<file path="src/rtl/keypad_value_entry.sv">
`default_nettype none
// +----------------------------------------------------------------------------+
// | Module      : keypad_value_entry                                           |
// | Description : 4x4 matrix keypad scanner with sweep-level debounce and a    |
// |               4-digit decimal entry buffer that is converted BCD-to-binary |
// |               into a 16-bit value on the enter key.                        |
// | Revision    : 1.0 - initial release                                        |
// +----------------------------------------------------------------------------+
module keypad_value_entry #(
    parameter int SCAN_DIV        = 1000,
    parameter int DEBOUNCE_SWEEPS = 4
) (
    input  logic        clk,
    input  logic        nRst,
    input  logic [3:0]  rows,
    output logic [3:0]  cols,
    output logic [15:0] digits,
    output logic [2:0]  digit_count,
    output logic [15:0] value,
    output logic        value_valid
);

    localparam logic [15:0] DWELL_LAST = 16'(SCAN_DIV - 1);
    localparam logic [3:0]  DEB_TARGET = 4'(DEBOUNCE_SWEEPS);

    logic [1:0]  col_q, col_d;
    logic [15:0] dwell_q, dwell_d;
    logic [15:0] snap_q, snap_d;
    logic [15:0] prev_q, prev_d;
    logic [15:0] stable_q, stable_d;
    logic [3:0]  deb_q, deb_d;
    logic [15:0] digits_q, digits_d;
    logic [2:0]  count_q, count_d;
    logic [15:0] value_q, value_d;
    logic        valid_q, valid_d;

    logic        dwell_last;
    logic        sweep_done;
    logic        key_event;
    logic [3:0]  key_idx;
    logic [13:0] bcd_bin;

    // Digit carried by a key position; non-digit positions return 0 and are
    // filtered out by the action decode.
    function automatic logic [3:0] key_digit(input logic [3:0] idx);
        case (idx)
            4'd0:    key_digit = 4'd1;
            4'd1:    key_digit = 4'd2;
            4'd2:    key_digit = 4'd3;
            4'd4:    key_digit = 4'd4;
            4'd5:    key_digit = 4'd5;
            4'd6:    key_digit = 4'd6;
            4'd8:    key_digit = 4'd7;
            4'd9:    key_digit = 4'd8;
            4'd10:   key_digit = 4'd9;
            default: key_digit = 4'd0;
        endcase
    endfunction

    assign cols        = ~(4'b0001 << col_q);
    assign digits      = digits_q;
    assign digit_count = count_q;
    assign value       = value_q;
    assign value_valid = valid_q;

    // Column dwell timing and capture of the active column's rows into the snapshot
    always_comb begin
        dwell_last = (dwell_q == DWELL_LAST);
        sweep_done = dwell_last && (col_q == 2'd3);
        dwell_d    = dwell_last ? 16'd0 : dwell_q + 16'd1;
        col_d      = dwell_last ? col_q + 2'd1 : col_q;
        snap_d     = snap_q;
        for (int r = 0; r < 4; r++) begin
            for (int c = 0; c < 4; c++) begin
                if (dwell_last && (col_q == 2'(c))) begin
                    snap_d[r*4 + c] = ~rows[r];
                end
            end
        end
    end

    // Once per sweep: count identical sweeps, accept a new stable state, flag a key event
    always_comb begin
        prev_d    = prev_q;
        deb_d     = deb_q;
        stable_d  = stable_q;
        key_event = 1'b0;
        if (sweep_done) begin
            prev_d = snap_d;
            if (snap_d == prev_q) begin
                deb_d = (deb_q >= DEB_TARGET) ? DEB_TARGET : deb_q + 4'd1;
            end else begin
                deb_d = 4'd1;
            end
            if ((deb_d == DEB_TARGET) && (snap_d != stable_q)) begin
                stable_d  = snap_d;
                // Only a clean single press from the all-released state counts.
                key_event = (stable_q == 16'd0) && $onehot(snap_d);
            end
        end
    end

    // Position of the single pressed key in the new snapshot
    always_comb begin
        key_idx = 4'd0;
        for (int i = 0; i < 16; i++) begin
            if (snap_d[i]) begin
                key_idx = 4'(i);
            end
        end
    end

    assign bcd_bin = 14'(digits_q[15:12]) * 14'd1000 + 14'(digits_q[11:8]) * 14'd100
                   + 14'(digits_q[7:4]) * 14'd10 + 14'(digits_q[3:0]);

    // Entry buffer actions driven by the decoded key event
    always_comb begin
        digits_d = digits_q;
        count_d  = count_q;
        value_d  = value_q;
        valid_d  = 1'b0;
        if (key_event) begin
            case (key_idx)
                4'd0, 4'd1, 4'd2, 4'd4, 4'd5, 4'd6, 4'd8, 4'd9, 4'd10, 4'd13: begin
                    if (count_q < 3'd4) begin
                        digits_d = {digits_q[11:0], key_digit(key_idx)};
                        count_d  = count_q + 3'd1;
                    end
                end
                4'd12: begin
                    if (count_q != 3'd0) begin
                        digits_d = {4'h0, digits_q[15:4]};
                        count_d  = count_q - 3'd1;
                    end
                end
                4'd11: begin
                    digits_d = 16'd0;
                    count_d  = 3'd0;
                end
                4'd14: begin
                    if (count_q != 3'd0) begin
                        value_d  = {2'b00, bcd_bin};
                        valid_d  = 1'b1;
                        digits_d = 16'd0;
                        count_d  = 3'd0;
                    end
                end
                default: begin
                end
            endcase
        end
    end

    // State registers with synchronous active-low reset
    always_ff @(posedge clk) begin
        if (!nRst) begin
            col_q    <= 2'd0;
            dwell_q  <= 16'd0;
            snap_q   <= 16'd0;
            prev_q   <= 16'd0;
            stable_q <= 16'd0;
            deb_q    <= 4'd0;
            digits_q <= 16'd0;
            count_q  <= 3'd0;
            value_q  <= 16'd0;
            valid_q  <= 1'b0;
        end else begin
            col_q    <= col_d;
            dwell_q  <= dwell_d;
            snap_q   <= snap_d;
            prev_q   <= prev_d;
            stable_q <= stable_d;
            deb_q    <= deb_d;
            digits_q <= digits_d;
            count_q  <= count_d;
            value_q  <= value_d;
            valid_q  <= valid_d;
        end
    end

endmodule
`default_nettype wire
</file>
<file path="config.mk">
export PLATFORM = sky130hd
export DESIGN_NAME = keypad_value_entry
export DESIGN_NICKNAME = d
export VERILOG_FILES = /design/src/rtl/keypad_value_entry.sv
export SDC_FILE = /design/constraint.sdc
export NUM_CORES = 1
export LEC_CHECK = 0
export CAP_MARGIN = 20
export CORE_ASPECT_RATIO = 0.8
export CORE_MARGIN = 2
export CORE_UTILIZATION = 30
export DETAILED_ROUTE_END_ITERATION = 8
export GPL_TIMING_DRIVEN = 1
export PLACE_DENSITY = 0.56
export SLEW_MARGIN = 20
export SYNTH_ARGS = -nofsm -noshare
export SYNTH_HDL_FRONTEND = slang
export SYNTH_SLANG_ARGS = --single-unit
</file>
<file path="constraint.sdc">
create_clock -name clk -period 8.95 [get_ports clk]
set_input_delay 1.3425 -clock clk [delete_from_list [all_inputs] [get_ports clk]]
set_output_delay 1.3425 -clock clk [all_outputs]
set_load 0.02 [all_outputs]
</file>
; Word-level counts from Yosys, hierarchy flattened
; Memories as Yosys holds them, arrays and structs flattened.
; Cells that the tools add are included.
[totals]
ff_bits = 104
romBits = 64
output_inout_bits = 40
wordCells = 131
mem_count = 1
[op_classes]
add_sub_neg = 23
multipliers = 3
n_lt_le_gt_ge = 2
n_eq_ne = 23
n_shift = 1
muxes = 45
bitwise = 6
n_reduce_logical = 17
[memory_table]
columns = name, depth, width, rd, rd_ports_with_merged_regs, wr, line_no
row1 = (name not given), 16, 4, 1, 0, 0, 46  ; case (idx)
[op_table]
columns = cell, count
row1 = two-way mux 4 bit, 17
row2 = case mux 16 bit (4 select lines), 1
row3 = two-way mux 16 bit, 3
row4 = equality test 4 bit (second input constant), 7
row5 = two-way mux 1 bit, 20
row6 = adder 1 x 1 -> 2 bit, 8
row7 = adder 16 x 1 -> 16 bit (second input constant), 1
row8 = equality test 16 x 10 -> 1 bit (second input constant), 1
row9 = equality test 16 bit, 1
row10 = equality test 4 x 3 -> 1 bit (second input constant), 4
row11 = logical NOT 16 bit, 1
row12 = != test 16 bit, 1
row13 = adder 14 x 11 -> 14 bit, 1
row14 = adder 14 x 4 -> 14 bit, 1
row15 = adder 14 x 8 -> 14 bit, 1
row16 = adder 2 x 2 -> 3 bit, 4
row17 = case mux 3 bit (4 select lines), 1
row18 = multiplier 4 x 7 -> 11 bit (second input constant), 1
row19 = OR reduction 10 bit, 1
row20 = multiplier 4 x 5 -> 9 bit (second input constant), 1
row21 = two-way mux 3 bit, 3
row22 = adder 3 x 3 -> 4 bit, 2
row23 = multiplier 4 x 3 -> 7 bit (second input constant), 1
row24 = logical AND 1 bit, 6
row25 = 24 further kinds, 32

; Longest topological paths before layout
[logic_depth]
depth_word = 22
depth_mapped = 27
mapped_depth_nobuf = 24

; Least setup slack after synthesis
; OpenSTA, ideal clock, no wires.
[synth_timing]
path_type = flip-flop to flip-flop
startpoint = register dwell_q[11]
endpoint = register digits_q[10] (netlist: digits[10])
setup_ns = 0.120
arrival_ns = 6.468
required_ns = 8.830
setup_slack_ns = 2.362
path_stages_with_launch = 27
n_path_buf = 4
path_cell_list = dfxtp_1 > or4_4 > or4_1 > buf_2 > buf_2 > clkbuf_1 > o21ai_0 > o21ai_0 > inv_1 > fa_1 > fa_1 > inv_1 > fa_1 > inv_1 > fa_1 > inv_1 > ha_1 > inv_1 > fa_1 > nor4bb_1 > nand3_1 > nor3_1 > nand3_1 > nor4b_4 > nand2_4 > buf_6 > mux2i_1
[synth_via]
elab_chain_len = 22
word_cells_on_any_way = 81
classes_between = 15 x add/sub / 20 x eq/ne / 36 x mux / 10 x reduce/logical
[synth_lines]
columns = item, line_no
row1 = "start, declared", 27  ; logic [15:0] dwell_q, dwell_d;
row2 = "start signal, assigned", 169  ; dwell_q <= dwell_d;
row3 = equality test 16 x 10 -> 1 bit (*), 68  ; dwell_last = (dwell_q == DWELL_LAST);
row4 = logical AND 1 bit, 75  ; if (dwell_last && (col_q == 2'(c))) begin
row5 = two-way mux 1 bit, 75
row6 = two-way mux 1 bit, 107  ; if (snap_d[i]) begin
row7 = two-way mux 4 bit (14 in a row), 107
row8 = "equality test 4 x 1 -> 1 bit, or another cell as far along", 123  ; case (key_idx)
row9 = OR reduction 10 bit, 123
row10 = nonzero test 4 bit (no source line) / != test 2 bit (equally long branches), n/a
row11 = AND reduction 5 bit (no source line), n/a
row12 = "end signal, assigned", 174  ; digits_q <= digits_d;
row13 = "end, declared", 32  ; logic [15:0] digits_q, digits_d;
; Mark *: on every way between the ends. The rest lies on a longest branch, timed or not. The select of a mux whose other input is x is not followed.
; A chain may end at the register's enable or synchronous reset.

; Final worst setup path
[layout_timing]
startpoint = register dwell_q[3]
endpoint = register count_q[2] (netlist: digit_count[2])
[layout_via]
elab_chain_len = 22
word_cells_on_any_way = 81
classes_between = 15 x add/sub / 20 x eq/ne / 36 x mux / 10 x reduce/logical
[layout_lines]
columns = item, line_no
row1 = equality test 16 x 10 -> 1 bit (*), 68
row2 = logical AND 1 bit, 75
row3 = two-way mux 1 bit, 75
row4 = two-way mux 1 bit, 107
row5 = two-way mux 4 bit (14 in a row), 107
row6 = "equality test 4 x 1 -> 1 bit, or another cell as far along", 123
row7 = OR reduction 10 bit, 123
row8 = nonzero test 4 bit (no source line) / != test 2 bit (equally long branches), n/a
row9 = AND reduction 5 bit (no source line), n/a
row10 = "end signal, assigned", 175  ; count_q <= count_d;
row11 = "end, declared", 33  ; logic [2:0] count_q, count_d;
; Marks and branches as above.

==> flow_summary.rst <==
.. list-table::
   :header-rows: 1

   * - Metric
     - Value
   * - Power density of the placed cells
     - 103.0 mW/mm²
   * - Depth of the worst hold-timing path
     - 1
   * - Comb pwr share
     - 2.8%
   * - Start point of the critical path
     - dwell_q[3]
   * - Number of antenna violations at the first check in global routing
     - 0
   * - Ports placed on the boundary
     - 46
   * - Setup Buffers After CTS
     - 0
   * - DIE AREA
     - 0.02703 mm²
   * - Clock Power Share
     - 45.7%
   * - Final worst-path setup slack
     - 1.498 ns
   * - Leakage component of the power
     - 3.690 nW
   * - Routed wire per std cell
     - 17.75 µm
   * - Minimum period implied by the final worst setup slack
     - 7.452 ns
   * - Most frequent standard cell in the layout excluding fill and tap cells
     - dfxtp_1
   * - Routed Antenna Nets
     - 0
   * - Internal power of the cells
     - 0.6945 mW
   * - GPL Wtd Cong
     - 0.9920
   * - Mapped cell area
     - 0.007716 mm²
   * - Net Sw Frac
     - 22.92%
   * - Quantity of gates resized following cts
     - 0
   * - Worst Path Required
     - 9.21 ns
   * - Ratio of final minimum period to clock period
     - 83.27%
   * - GRT Residual Overflow
     - 0
   * - Clock transition at the registers of the reported paths
     - 0.07 ns
   * - Number of synthesized register bits
     - 104
   * - Sw power
     - 0.2065 mW
   * - Final number of hold-violating endpoints
     - 0
   * - Total number of yosys warnings
     - 0
   * - Core Box Area
     - 0.02531 mm²
   * - VDD IR-drop max
     - 0.06956 mV
   * - Crit Path Category
     - reg2reg
   * - Iteration-0 DRC count of the detailed router
     - 580
   * - Detailed-route via count
     - 6,719
   * - Launching element type of the critical path
     - flip-flop
   * - Maximum number of pins on one net before global-route repair
     - 70
   * - Site row count
     - 52
   * - Pre-CTS setup slack
     - 1.144 ns
   * - Top_reg_cell synth
     - dfxtp_1
   * - Height of the die
     - 147.4 µm
   * - Layout Nets
     - 1,059
   * - Worst endpoint data arrival time
     - 7.72 ns
   * - Most frequent cells in the layout
     - dfxtp_1, inv_1, nand2_1
   * - Post-synthesis average cell area
     - 8.226 µm²
   * - Setup TNS
     - 0 ns
   * - Number of instances in the synthesized netlist
     - 938
   * - Hold buffer count at CTS
     - 0
   * - Status
     - finished clean
   * - Critical R2R Launch
     - dwell_q[3]
   * - Worst R2R Path Depth
     - 24
   * - Max cap viols
     - 0
   * - Diodes inserted
     - 0
   * - Global-route usage over all layers
     - 17.29%
   * - RSZ-0062 raised after global routing
     - no
   * - Crit path top cell by count
     - fa_1
   * - Chip Width
     - 183.3 µm
   * - Sequential share of the synthesized area
     - 26.98%
   * - Post-synthesis cell type count
     - 76
   * - DRC errors left
     - 0
   * - Layout cell share with drive strength beyond 1
     - 5.596%
   * - Per-cell via count in the routed design
     - 5.213
   * - Final Power
     - 0.9010 mW
   * - Vias in the first global route
     - 6,343
   * - Max-slew violation count
     - 0
   * - Insertion delay of the later-clocked pin in the worst-skew pair
     - 0.36 ns
   * - Maximum level of the CTS H-tree
     - 3
   * - Finish-stage setup viols
     - 0
   * - Total iterations of the first detailed-routing run
     - 7
   * - Clock root buffer master
     - clkbuf_16
   * - EDFF count, synth
     - 0
   * - Crit. End Element
     - flip-flop
   * - Worst slew margin relative to its limit
     - 33.36%
   * - Maximum number of buffers from clock root to sink
     - 2
   * - Final HPWL DP
     - 17,410 µm
   * - Global-route wire length before repair
     - 36,580 µm
   * - Clock tree from TritonCTS
     - done
   * - Min-Delay Path Class
     - reg2reg
   * - CP max FO
     - 28
   * - FMAX
     - 134.2 MHz
   * - Count of input and output buffers
     - 43
   * - Relative contribution of sequential cells to total power
     - 51.5%
   * - Final core utilization
     - 34.58%
   * - Initial Utilization
     - 30.49%
   * - Maximum cell stage delay along the critical path
     - 0.58 ns
   * - Worst Tran Pin Value
     - 0.9996 ns
   * - Clock skew after layout
     - 0.009121 ns
   * - Async S/R FF share, synth
     - 0%
   * - Slowest CP cell
     - or4_4
   * - Sink Count
     - 104
   * - Post-detailed-routing wire length
     - 22,880 µm
   * - Startpoint of the lowest-slack hold path
     - dwell_q[0]
   * - Number of buffers created by CTS
     - 9
   * - P&R area growth vs syn
     - 13.41%
   * - Crit path cell chain
     - or4_4, or4_1, buf_4, nor2_4, buf_4, a21oi_1, inv_2, fa_1, fa_1, inv_1, fa_1, inv_1, fa_1, inv_1, ha_1, inv_1, fa_1, nor4bb_1, nand3_1, nor3_1, nand3_1, nor4b_4, nand2_4, o41ai_2
routing by layer:
metal	vias to the layer above	track usage [%]	part of all wire, %
met1	3201	26.52	51
met2	206	24.36	41
met5	-	0	0
met3	27	3.917	6.8
li1	3285	-	-
met4	0	3.840	1.3
registers in the layout, summed over array words and instances (netlist names):
register,cells
col_q,2
deb_q,4
digit_count,3
digits,16
dwell_q,16
prev_q,16
snap_q,16
stable_q,16
value,14
value_valid,1
synthesized netlist by cell type (all sizes together) (10+ instances only):
cell,n,area share (%)
clkbuf,31,1.5
a22o,12,1.4
a21oi,43,2.8
dfxtp,104,27
ha,65,11
nor2,95,4.7
xor2,14,1.6
nand2,98,4.9
o21ai,49,3.2
xnor2,25,2.8
a22oi,10,0.97
buf,12,0.99
inv,104,5.1
fa,28,7.3
nand3,21,1.4
a211oi,20,1.9
mux2i,50,6.7
final cells by class:
class | count | area [µm²]
clock buffer | 10 | 239.0
clock inverter | 6 | 66.31
fill | 2606 | 16560
inverter | 107 | 401.6
multi-input combinational | 685 | 5056
sequential | 104 | 2082
tap | 324 | 405.4
timing repair buffer | 53 | 500.5
worst max-delay path: cells and delay by family, from the launching register on:
kind / cells / cell delay, ns
AND/OR/NAND/NOR: 9 / 3.08
buffers and inverters: 7 / 0.95
AO/OA/AOI/OAI: 2 / 0.51
adder cells (fa/ha/maj): 6 / 2.49
flip-flops: 1 / 0.36
path summary, 6_finish.rpt:
path	endpoint	slack, ns
setup / recovery	digit_count[2]	1.50
hold / removal	dwell_q[0]	0.45
setup reg to reg	digit_count[2]	1.50
hold reg to reg	dwell_q[0]	0.45
power by group through the flow:
| stage | sequential (mW) | combinational [mW] | clock [mW] |
|---|---|---|---|
| global placement | 0.475 | 0.0247 | 0 |
| floorplan | 0.475 | 0.0171 | 0 |
| global route | 0.464 | 0.0271 | 0.438 |
| finish | 0.464 | 0.0250 | 0.412 |
| detailed placement | 0.475 | 0.0245 | 0 |
| CTS | 0.464 | 0.0246 | 0.425 |
kinds of logic (layout without fill, tap and decap cells):
family,after synthesis,count (layout),share of synthesized area [%]
mux,52,52,6.989
compound gates,207,207,17.90
xor+xnor,39,39,4.427
simple gates,292,292,18.15
other cells,1,2,0.04860
flops,104,104,26.98
buf+inv,150,176,7.702
fa+ha+maj,93,93,17.80
metrics by stage:
stage,hold slack (ns),area [µm²],std cells
after global routing,0.4786,8751,1289
after global placement,0.4327,8446,1273
final,0.4474,8751,1289
after CTS,0.4493,8751,1289
after floorplan,0.4175,7720,939
after detailed placement,0.4392,8446,1273
Power figures use the tool's default switching activity.
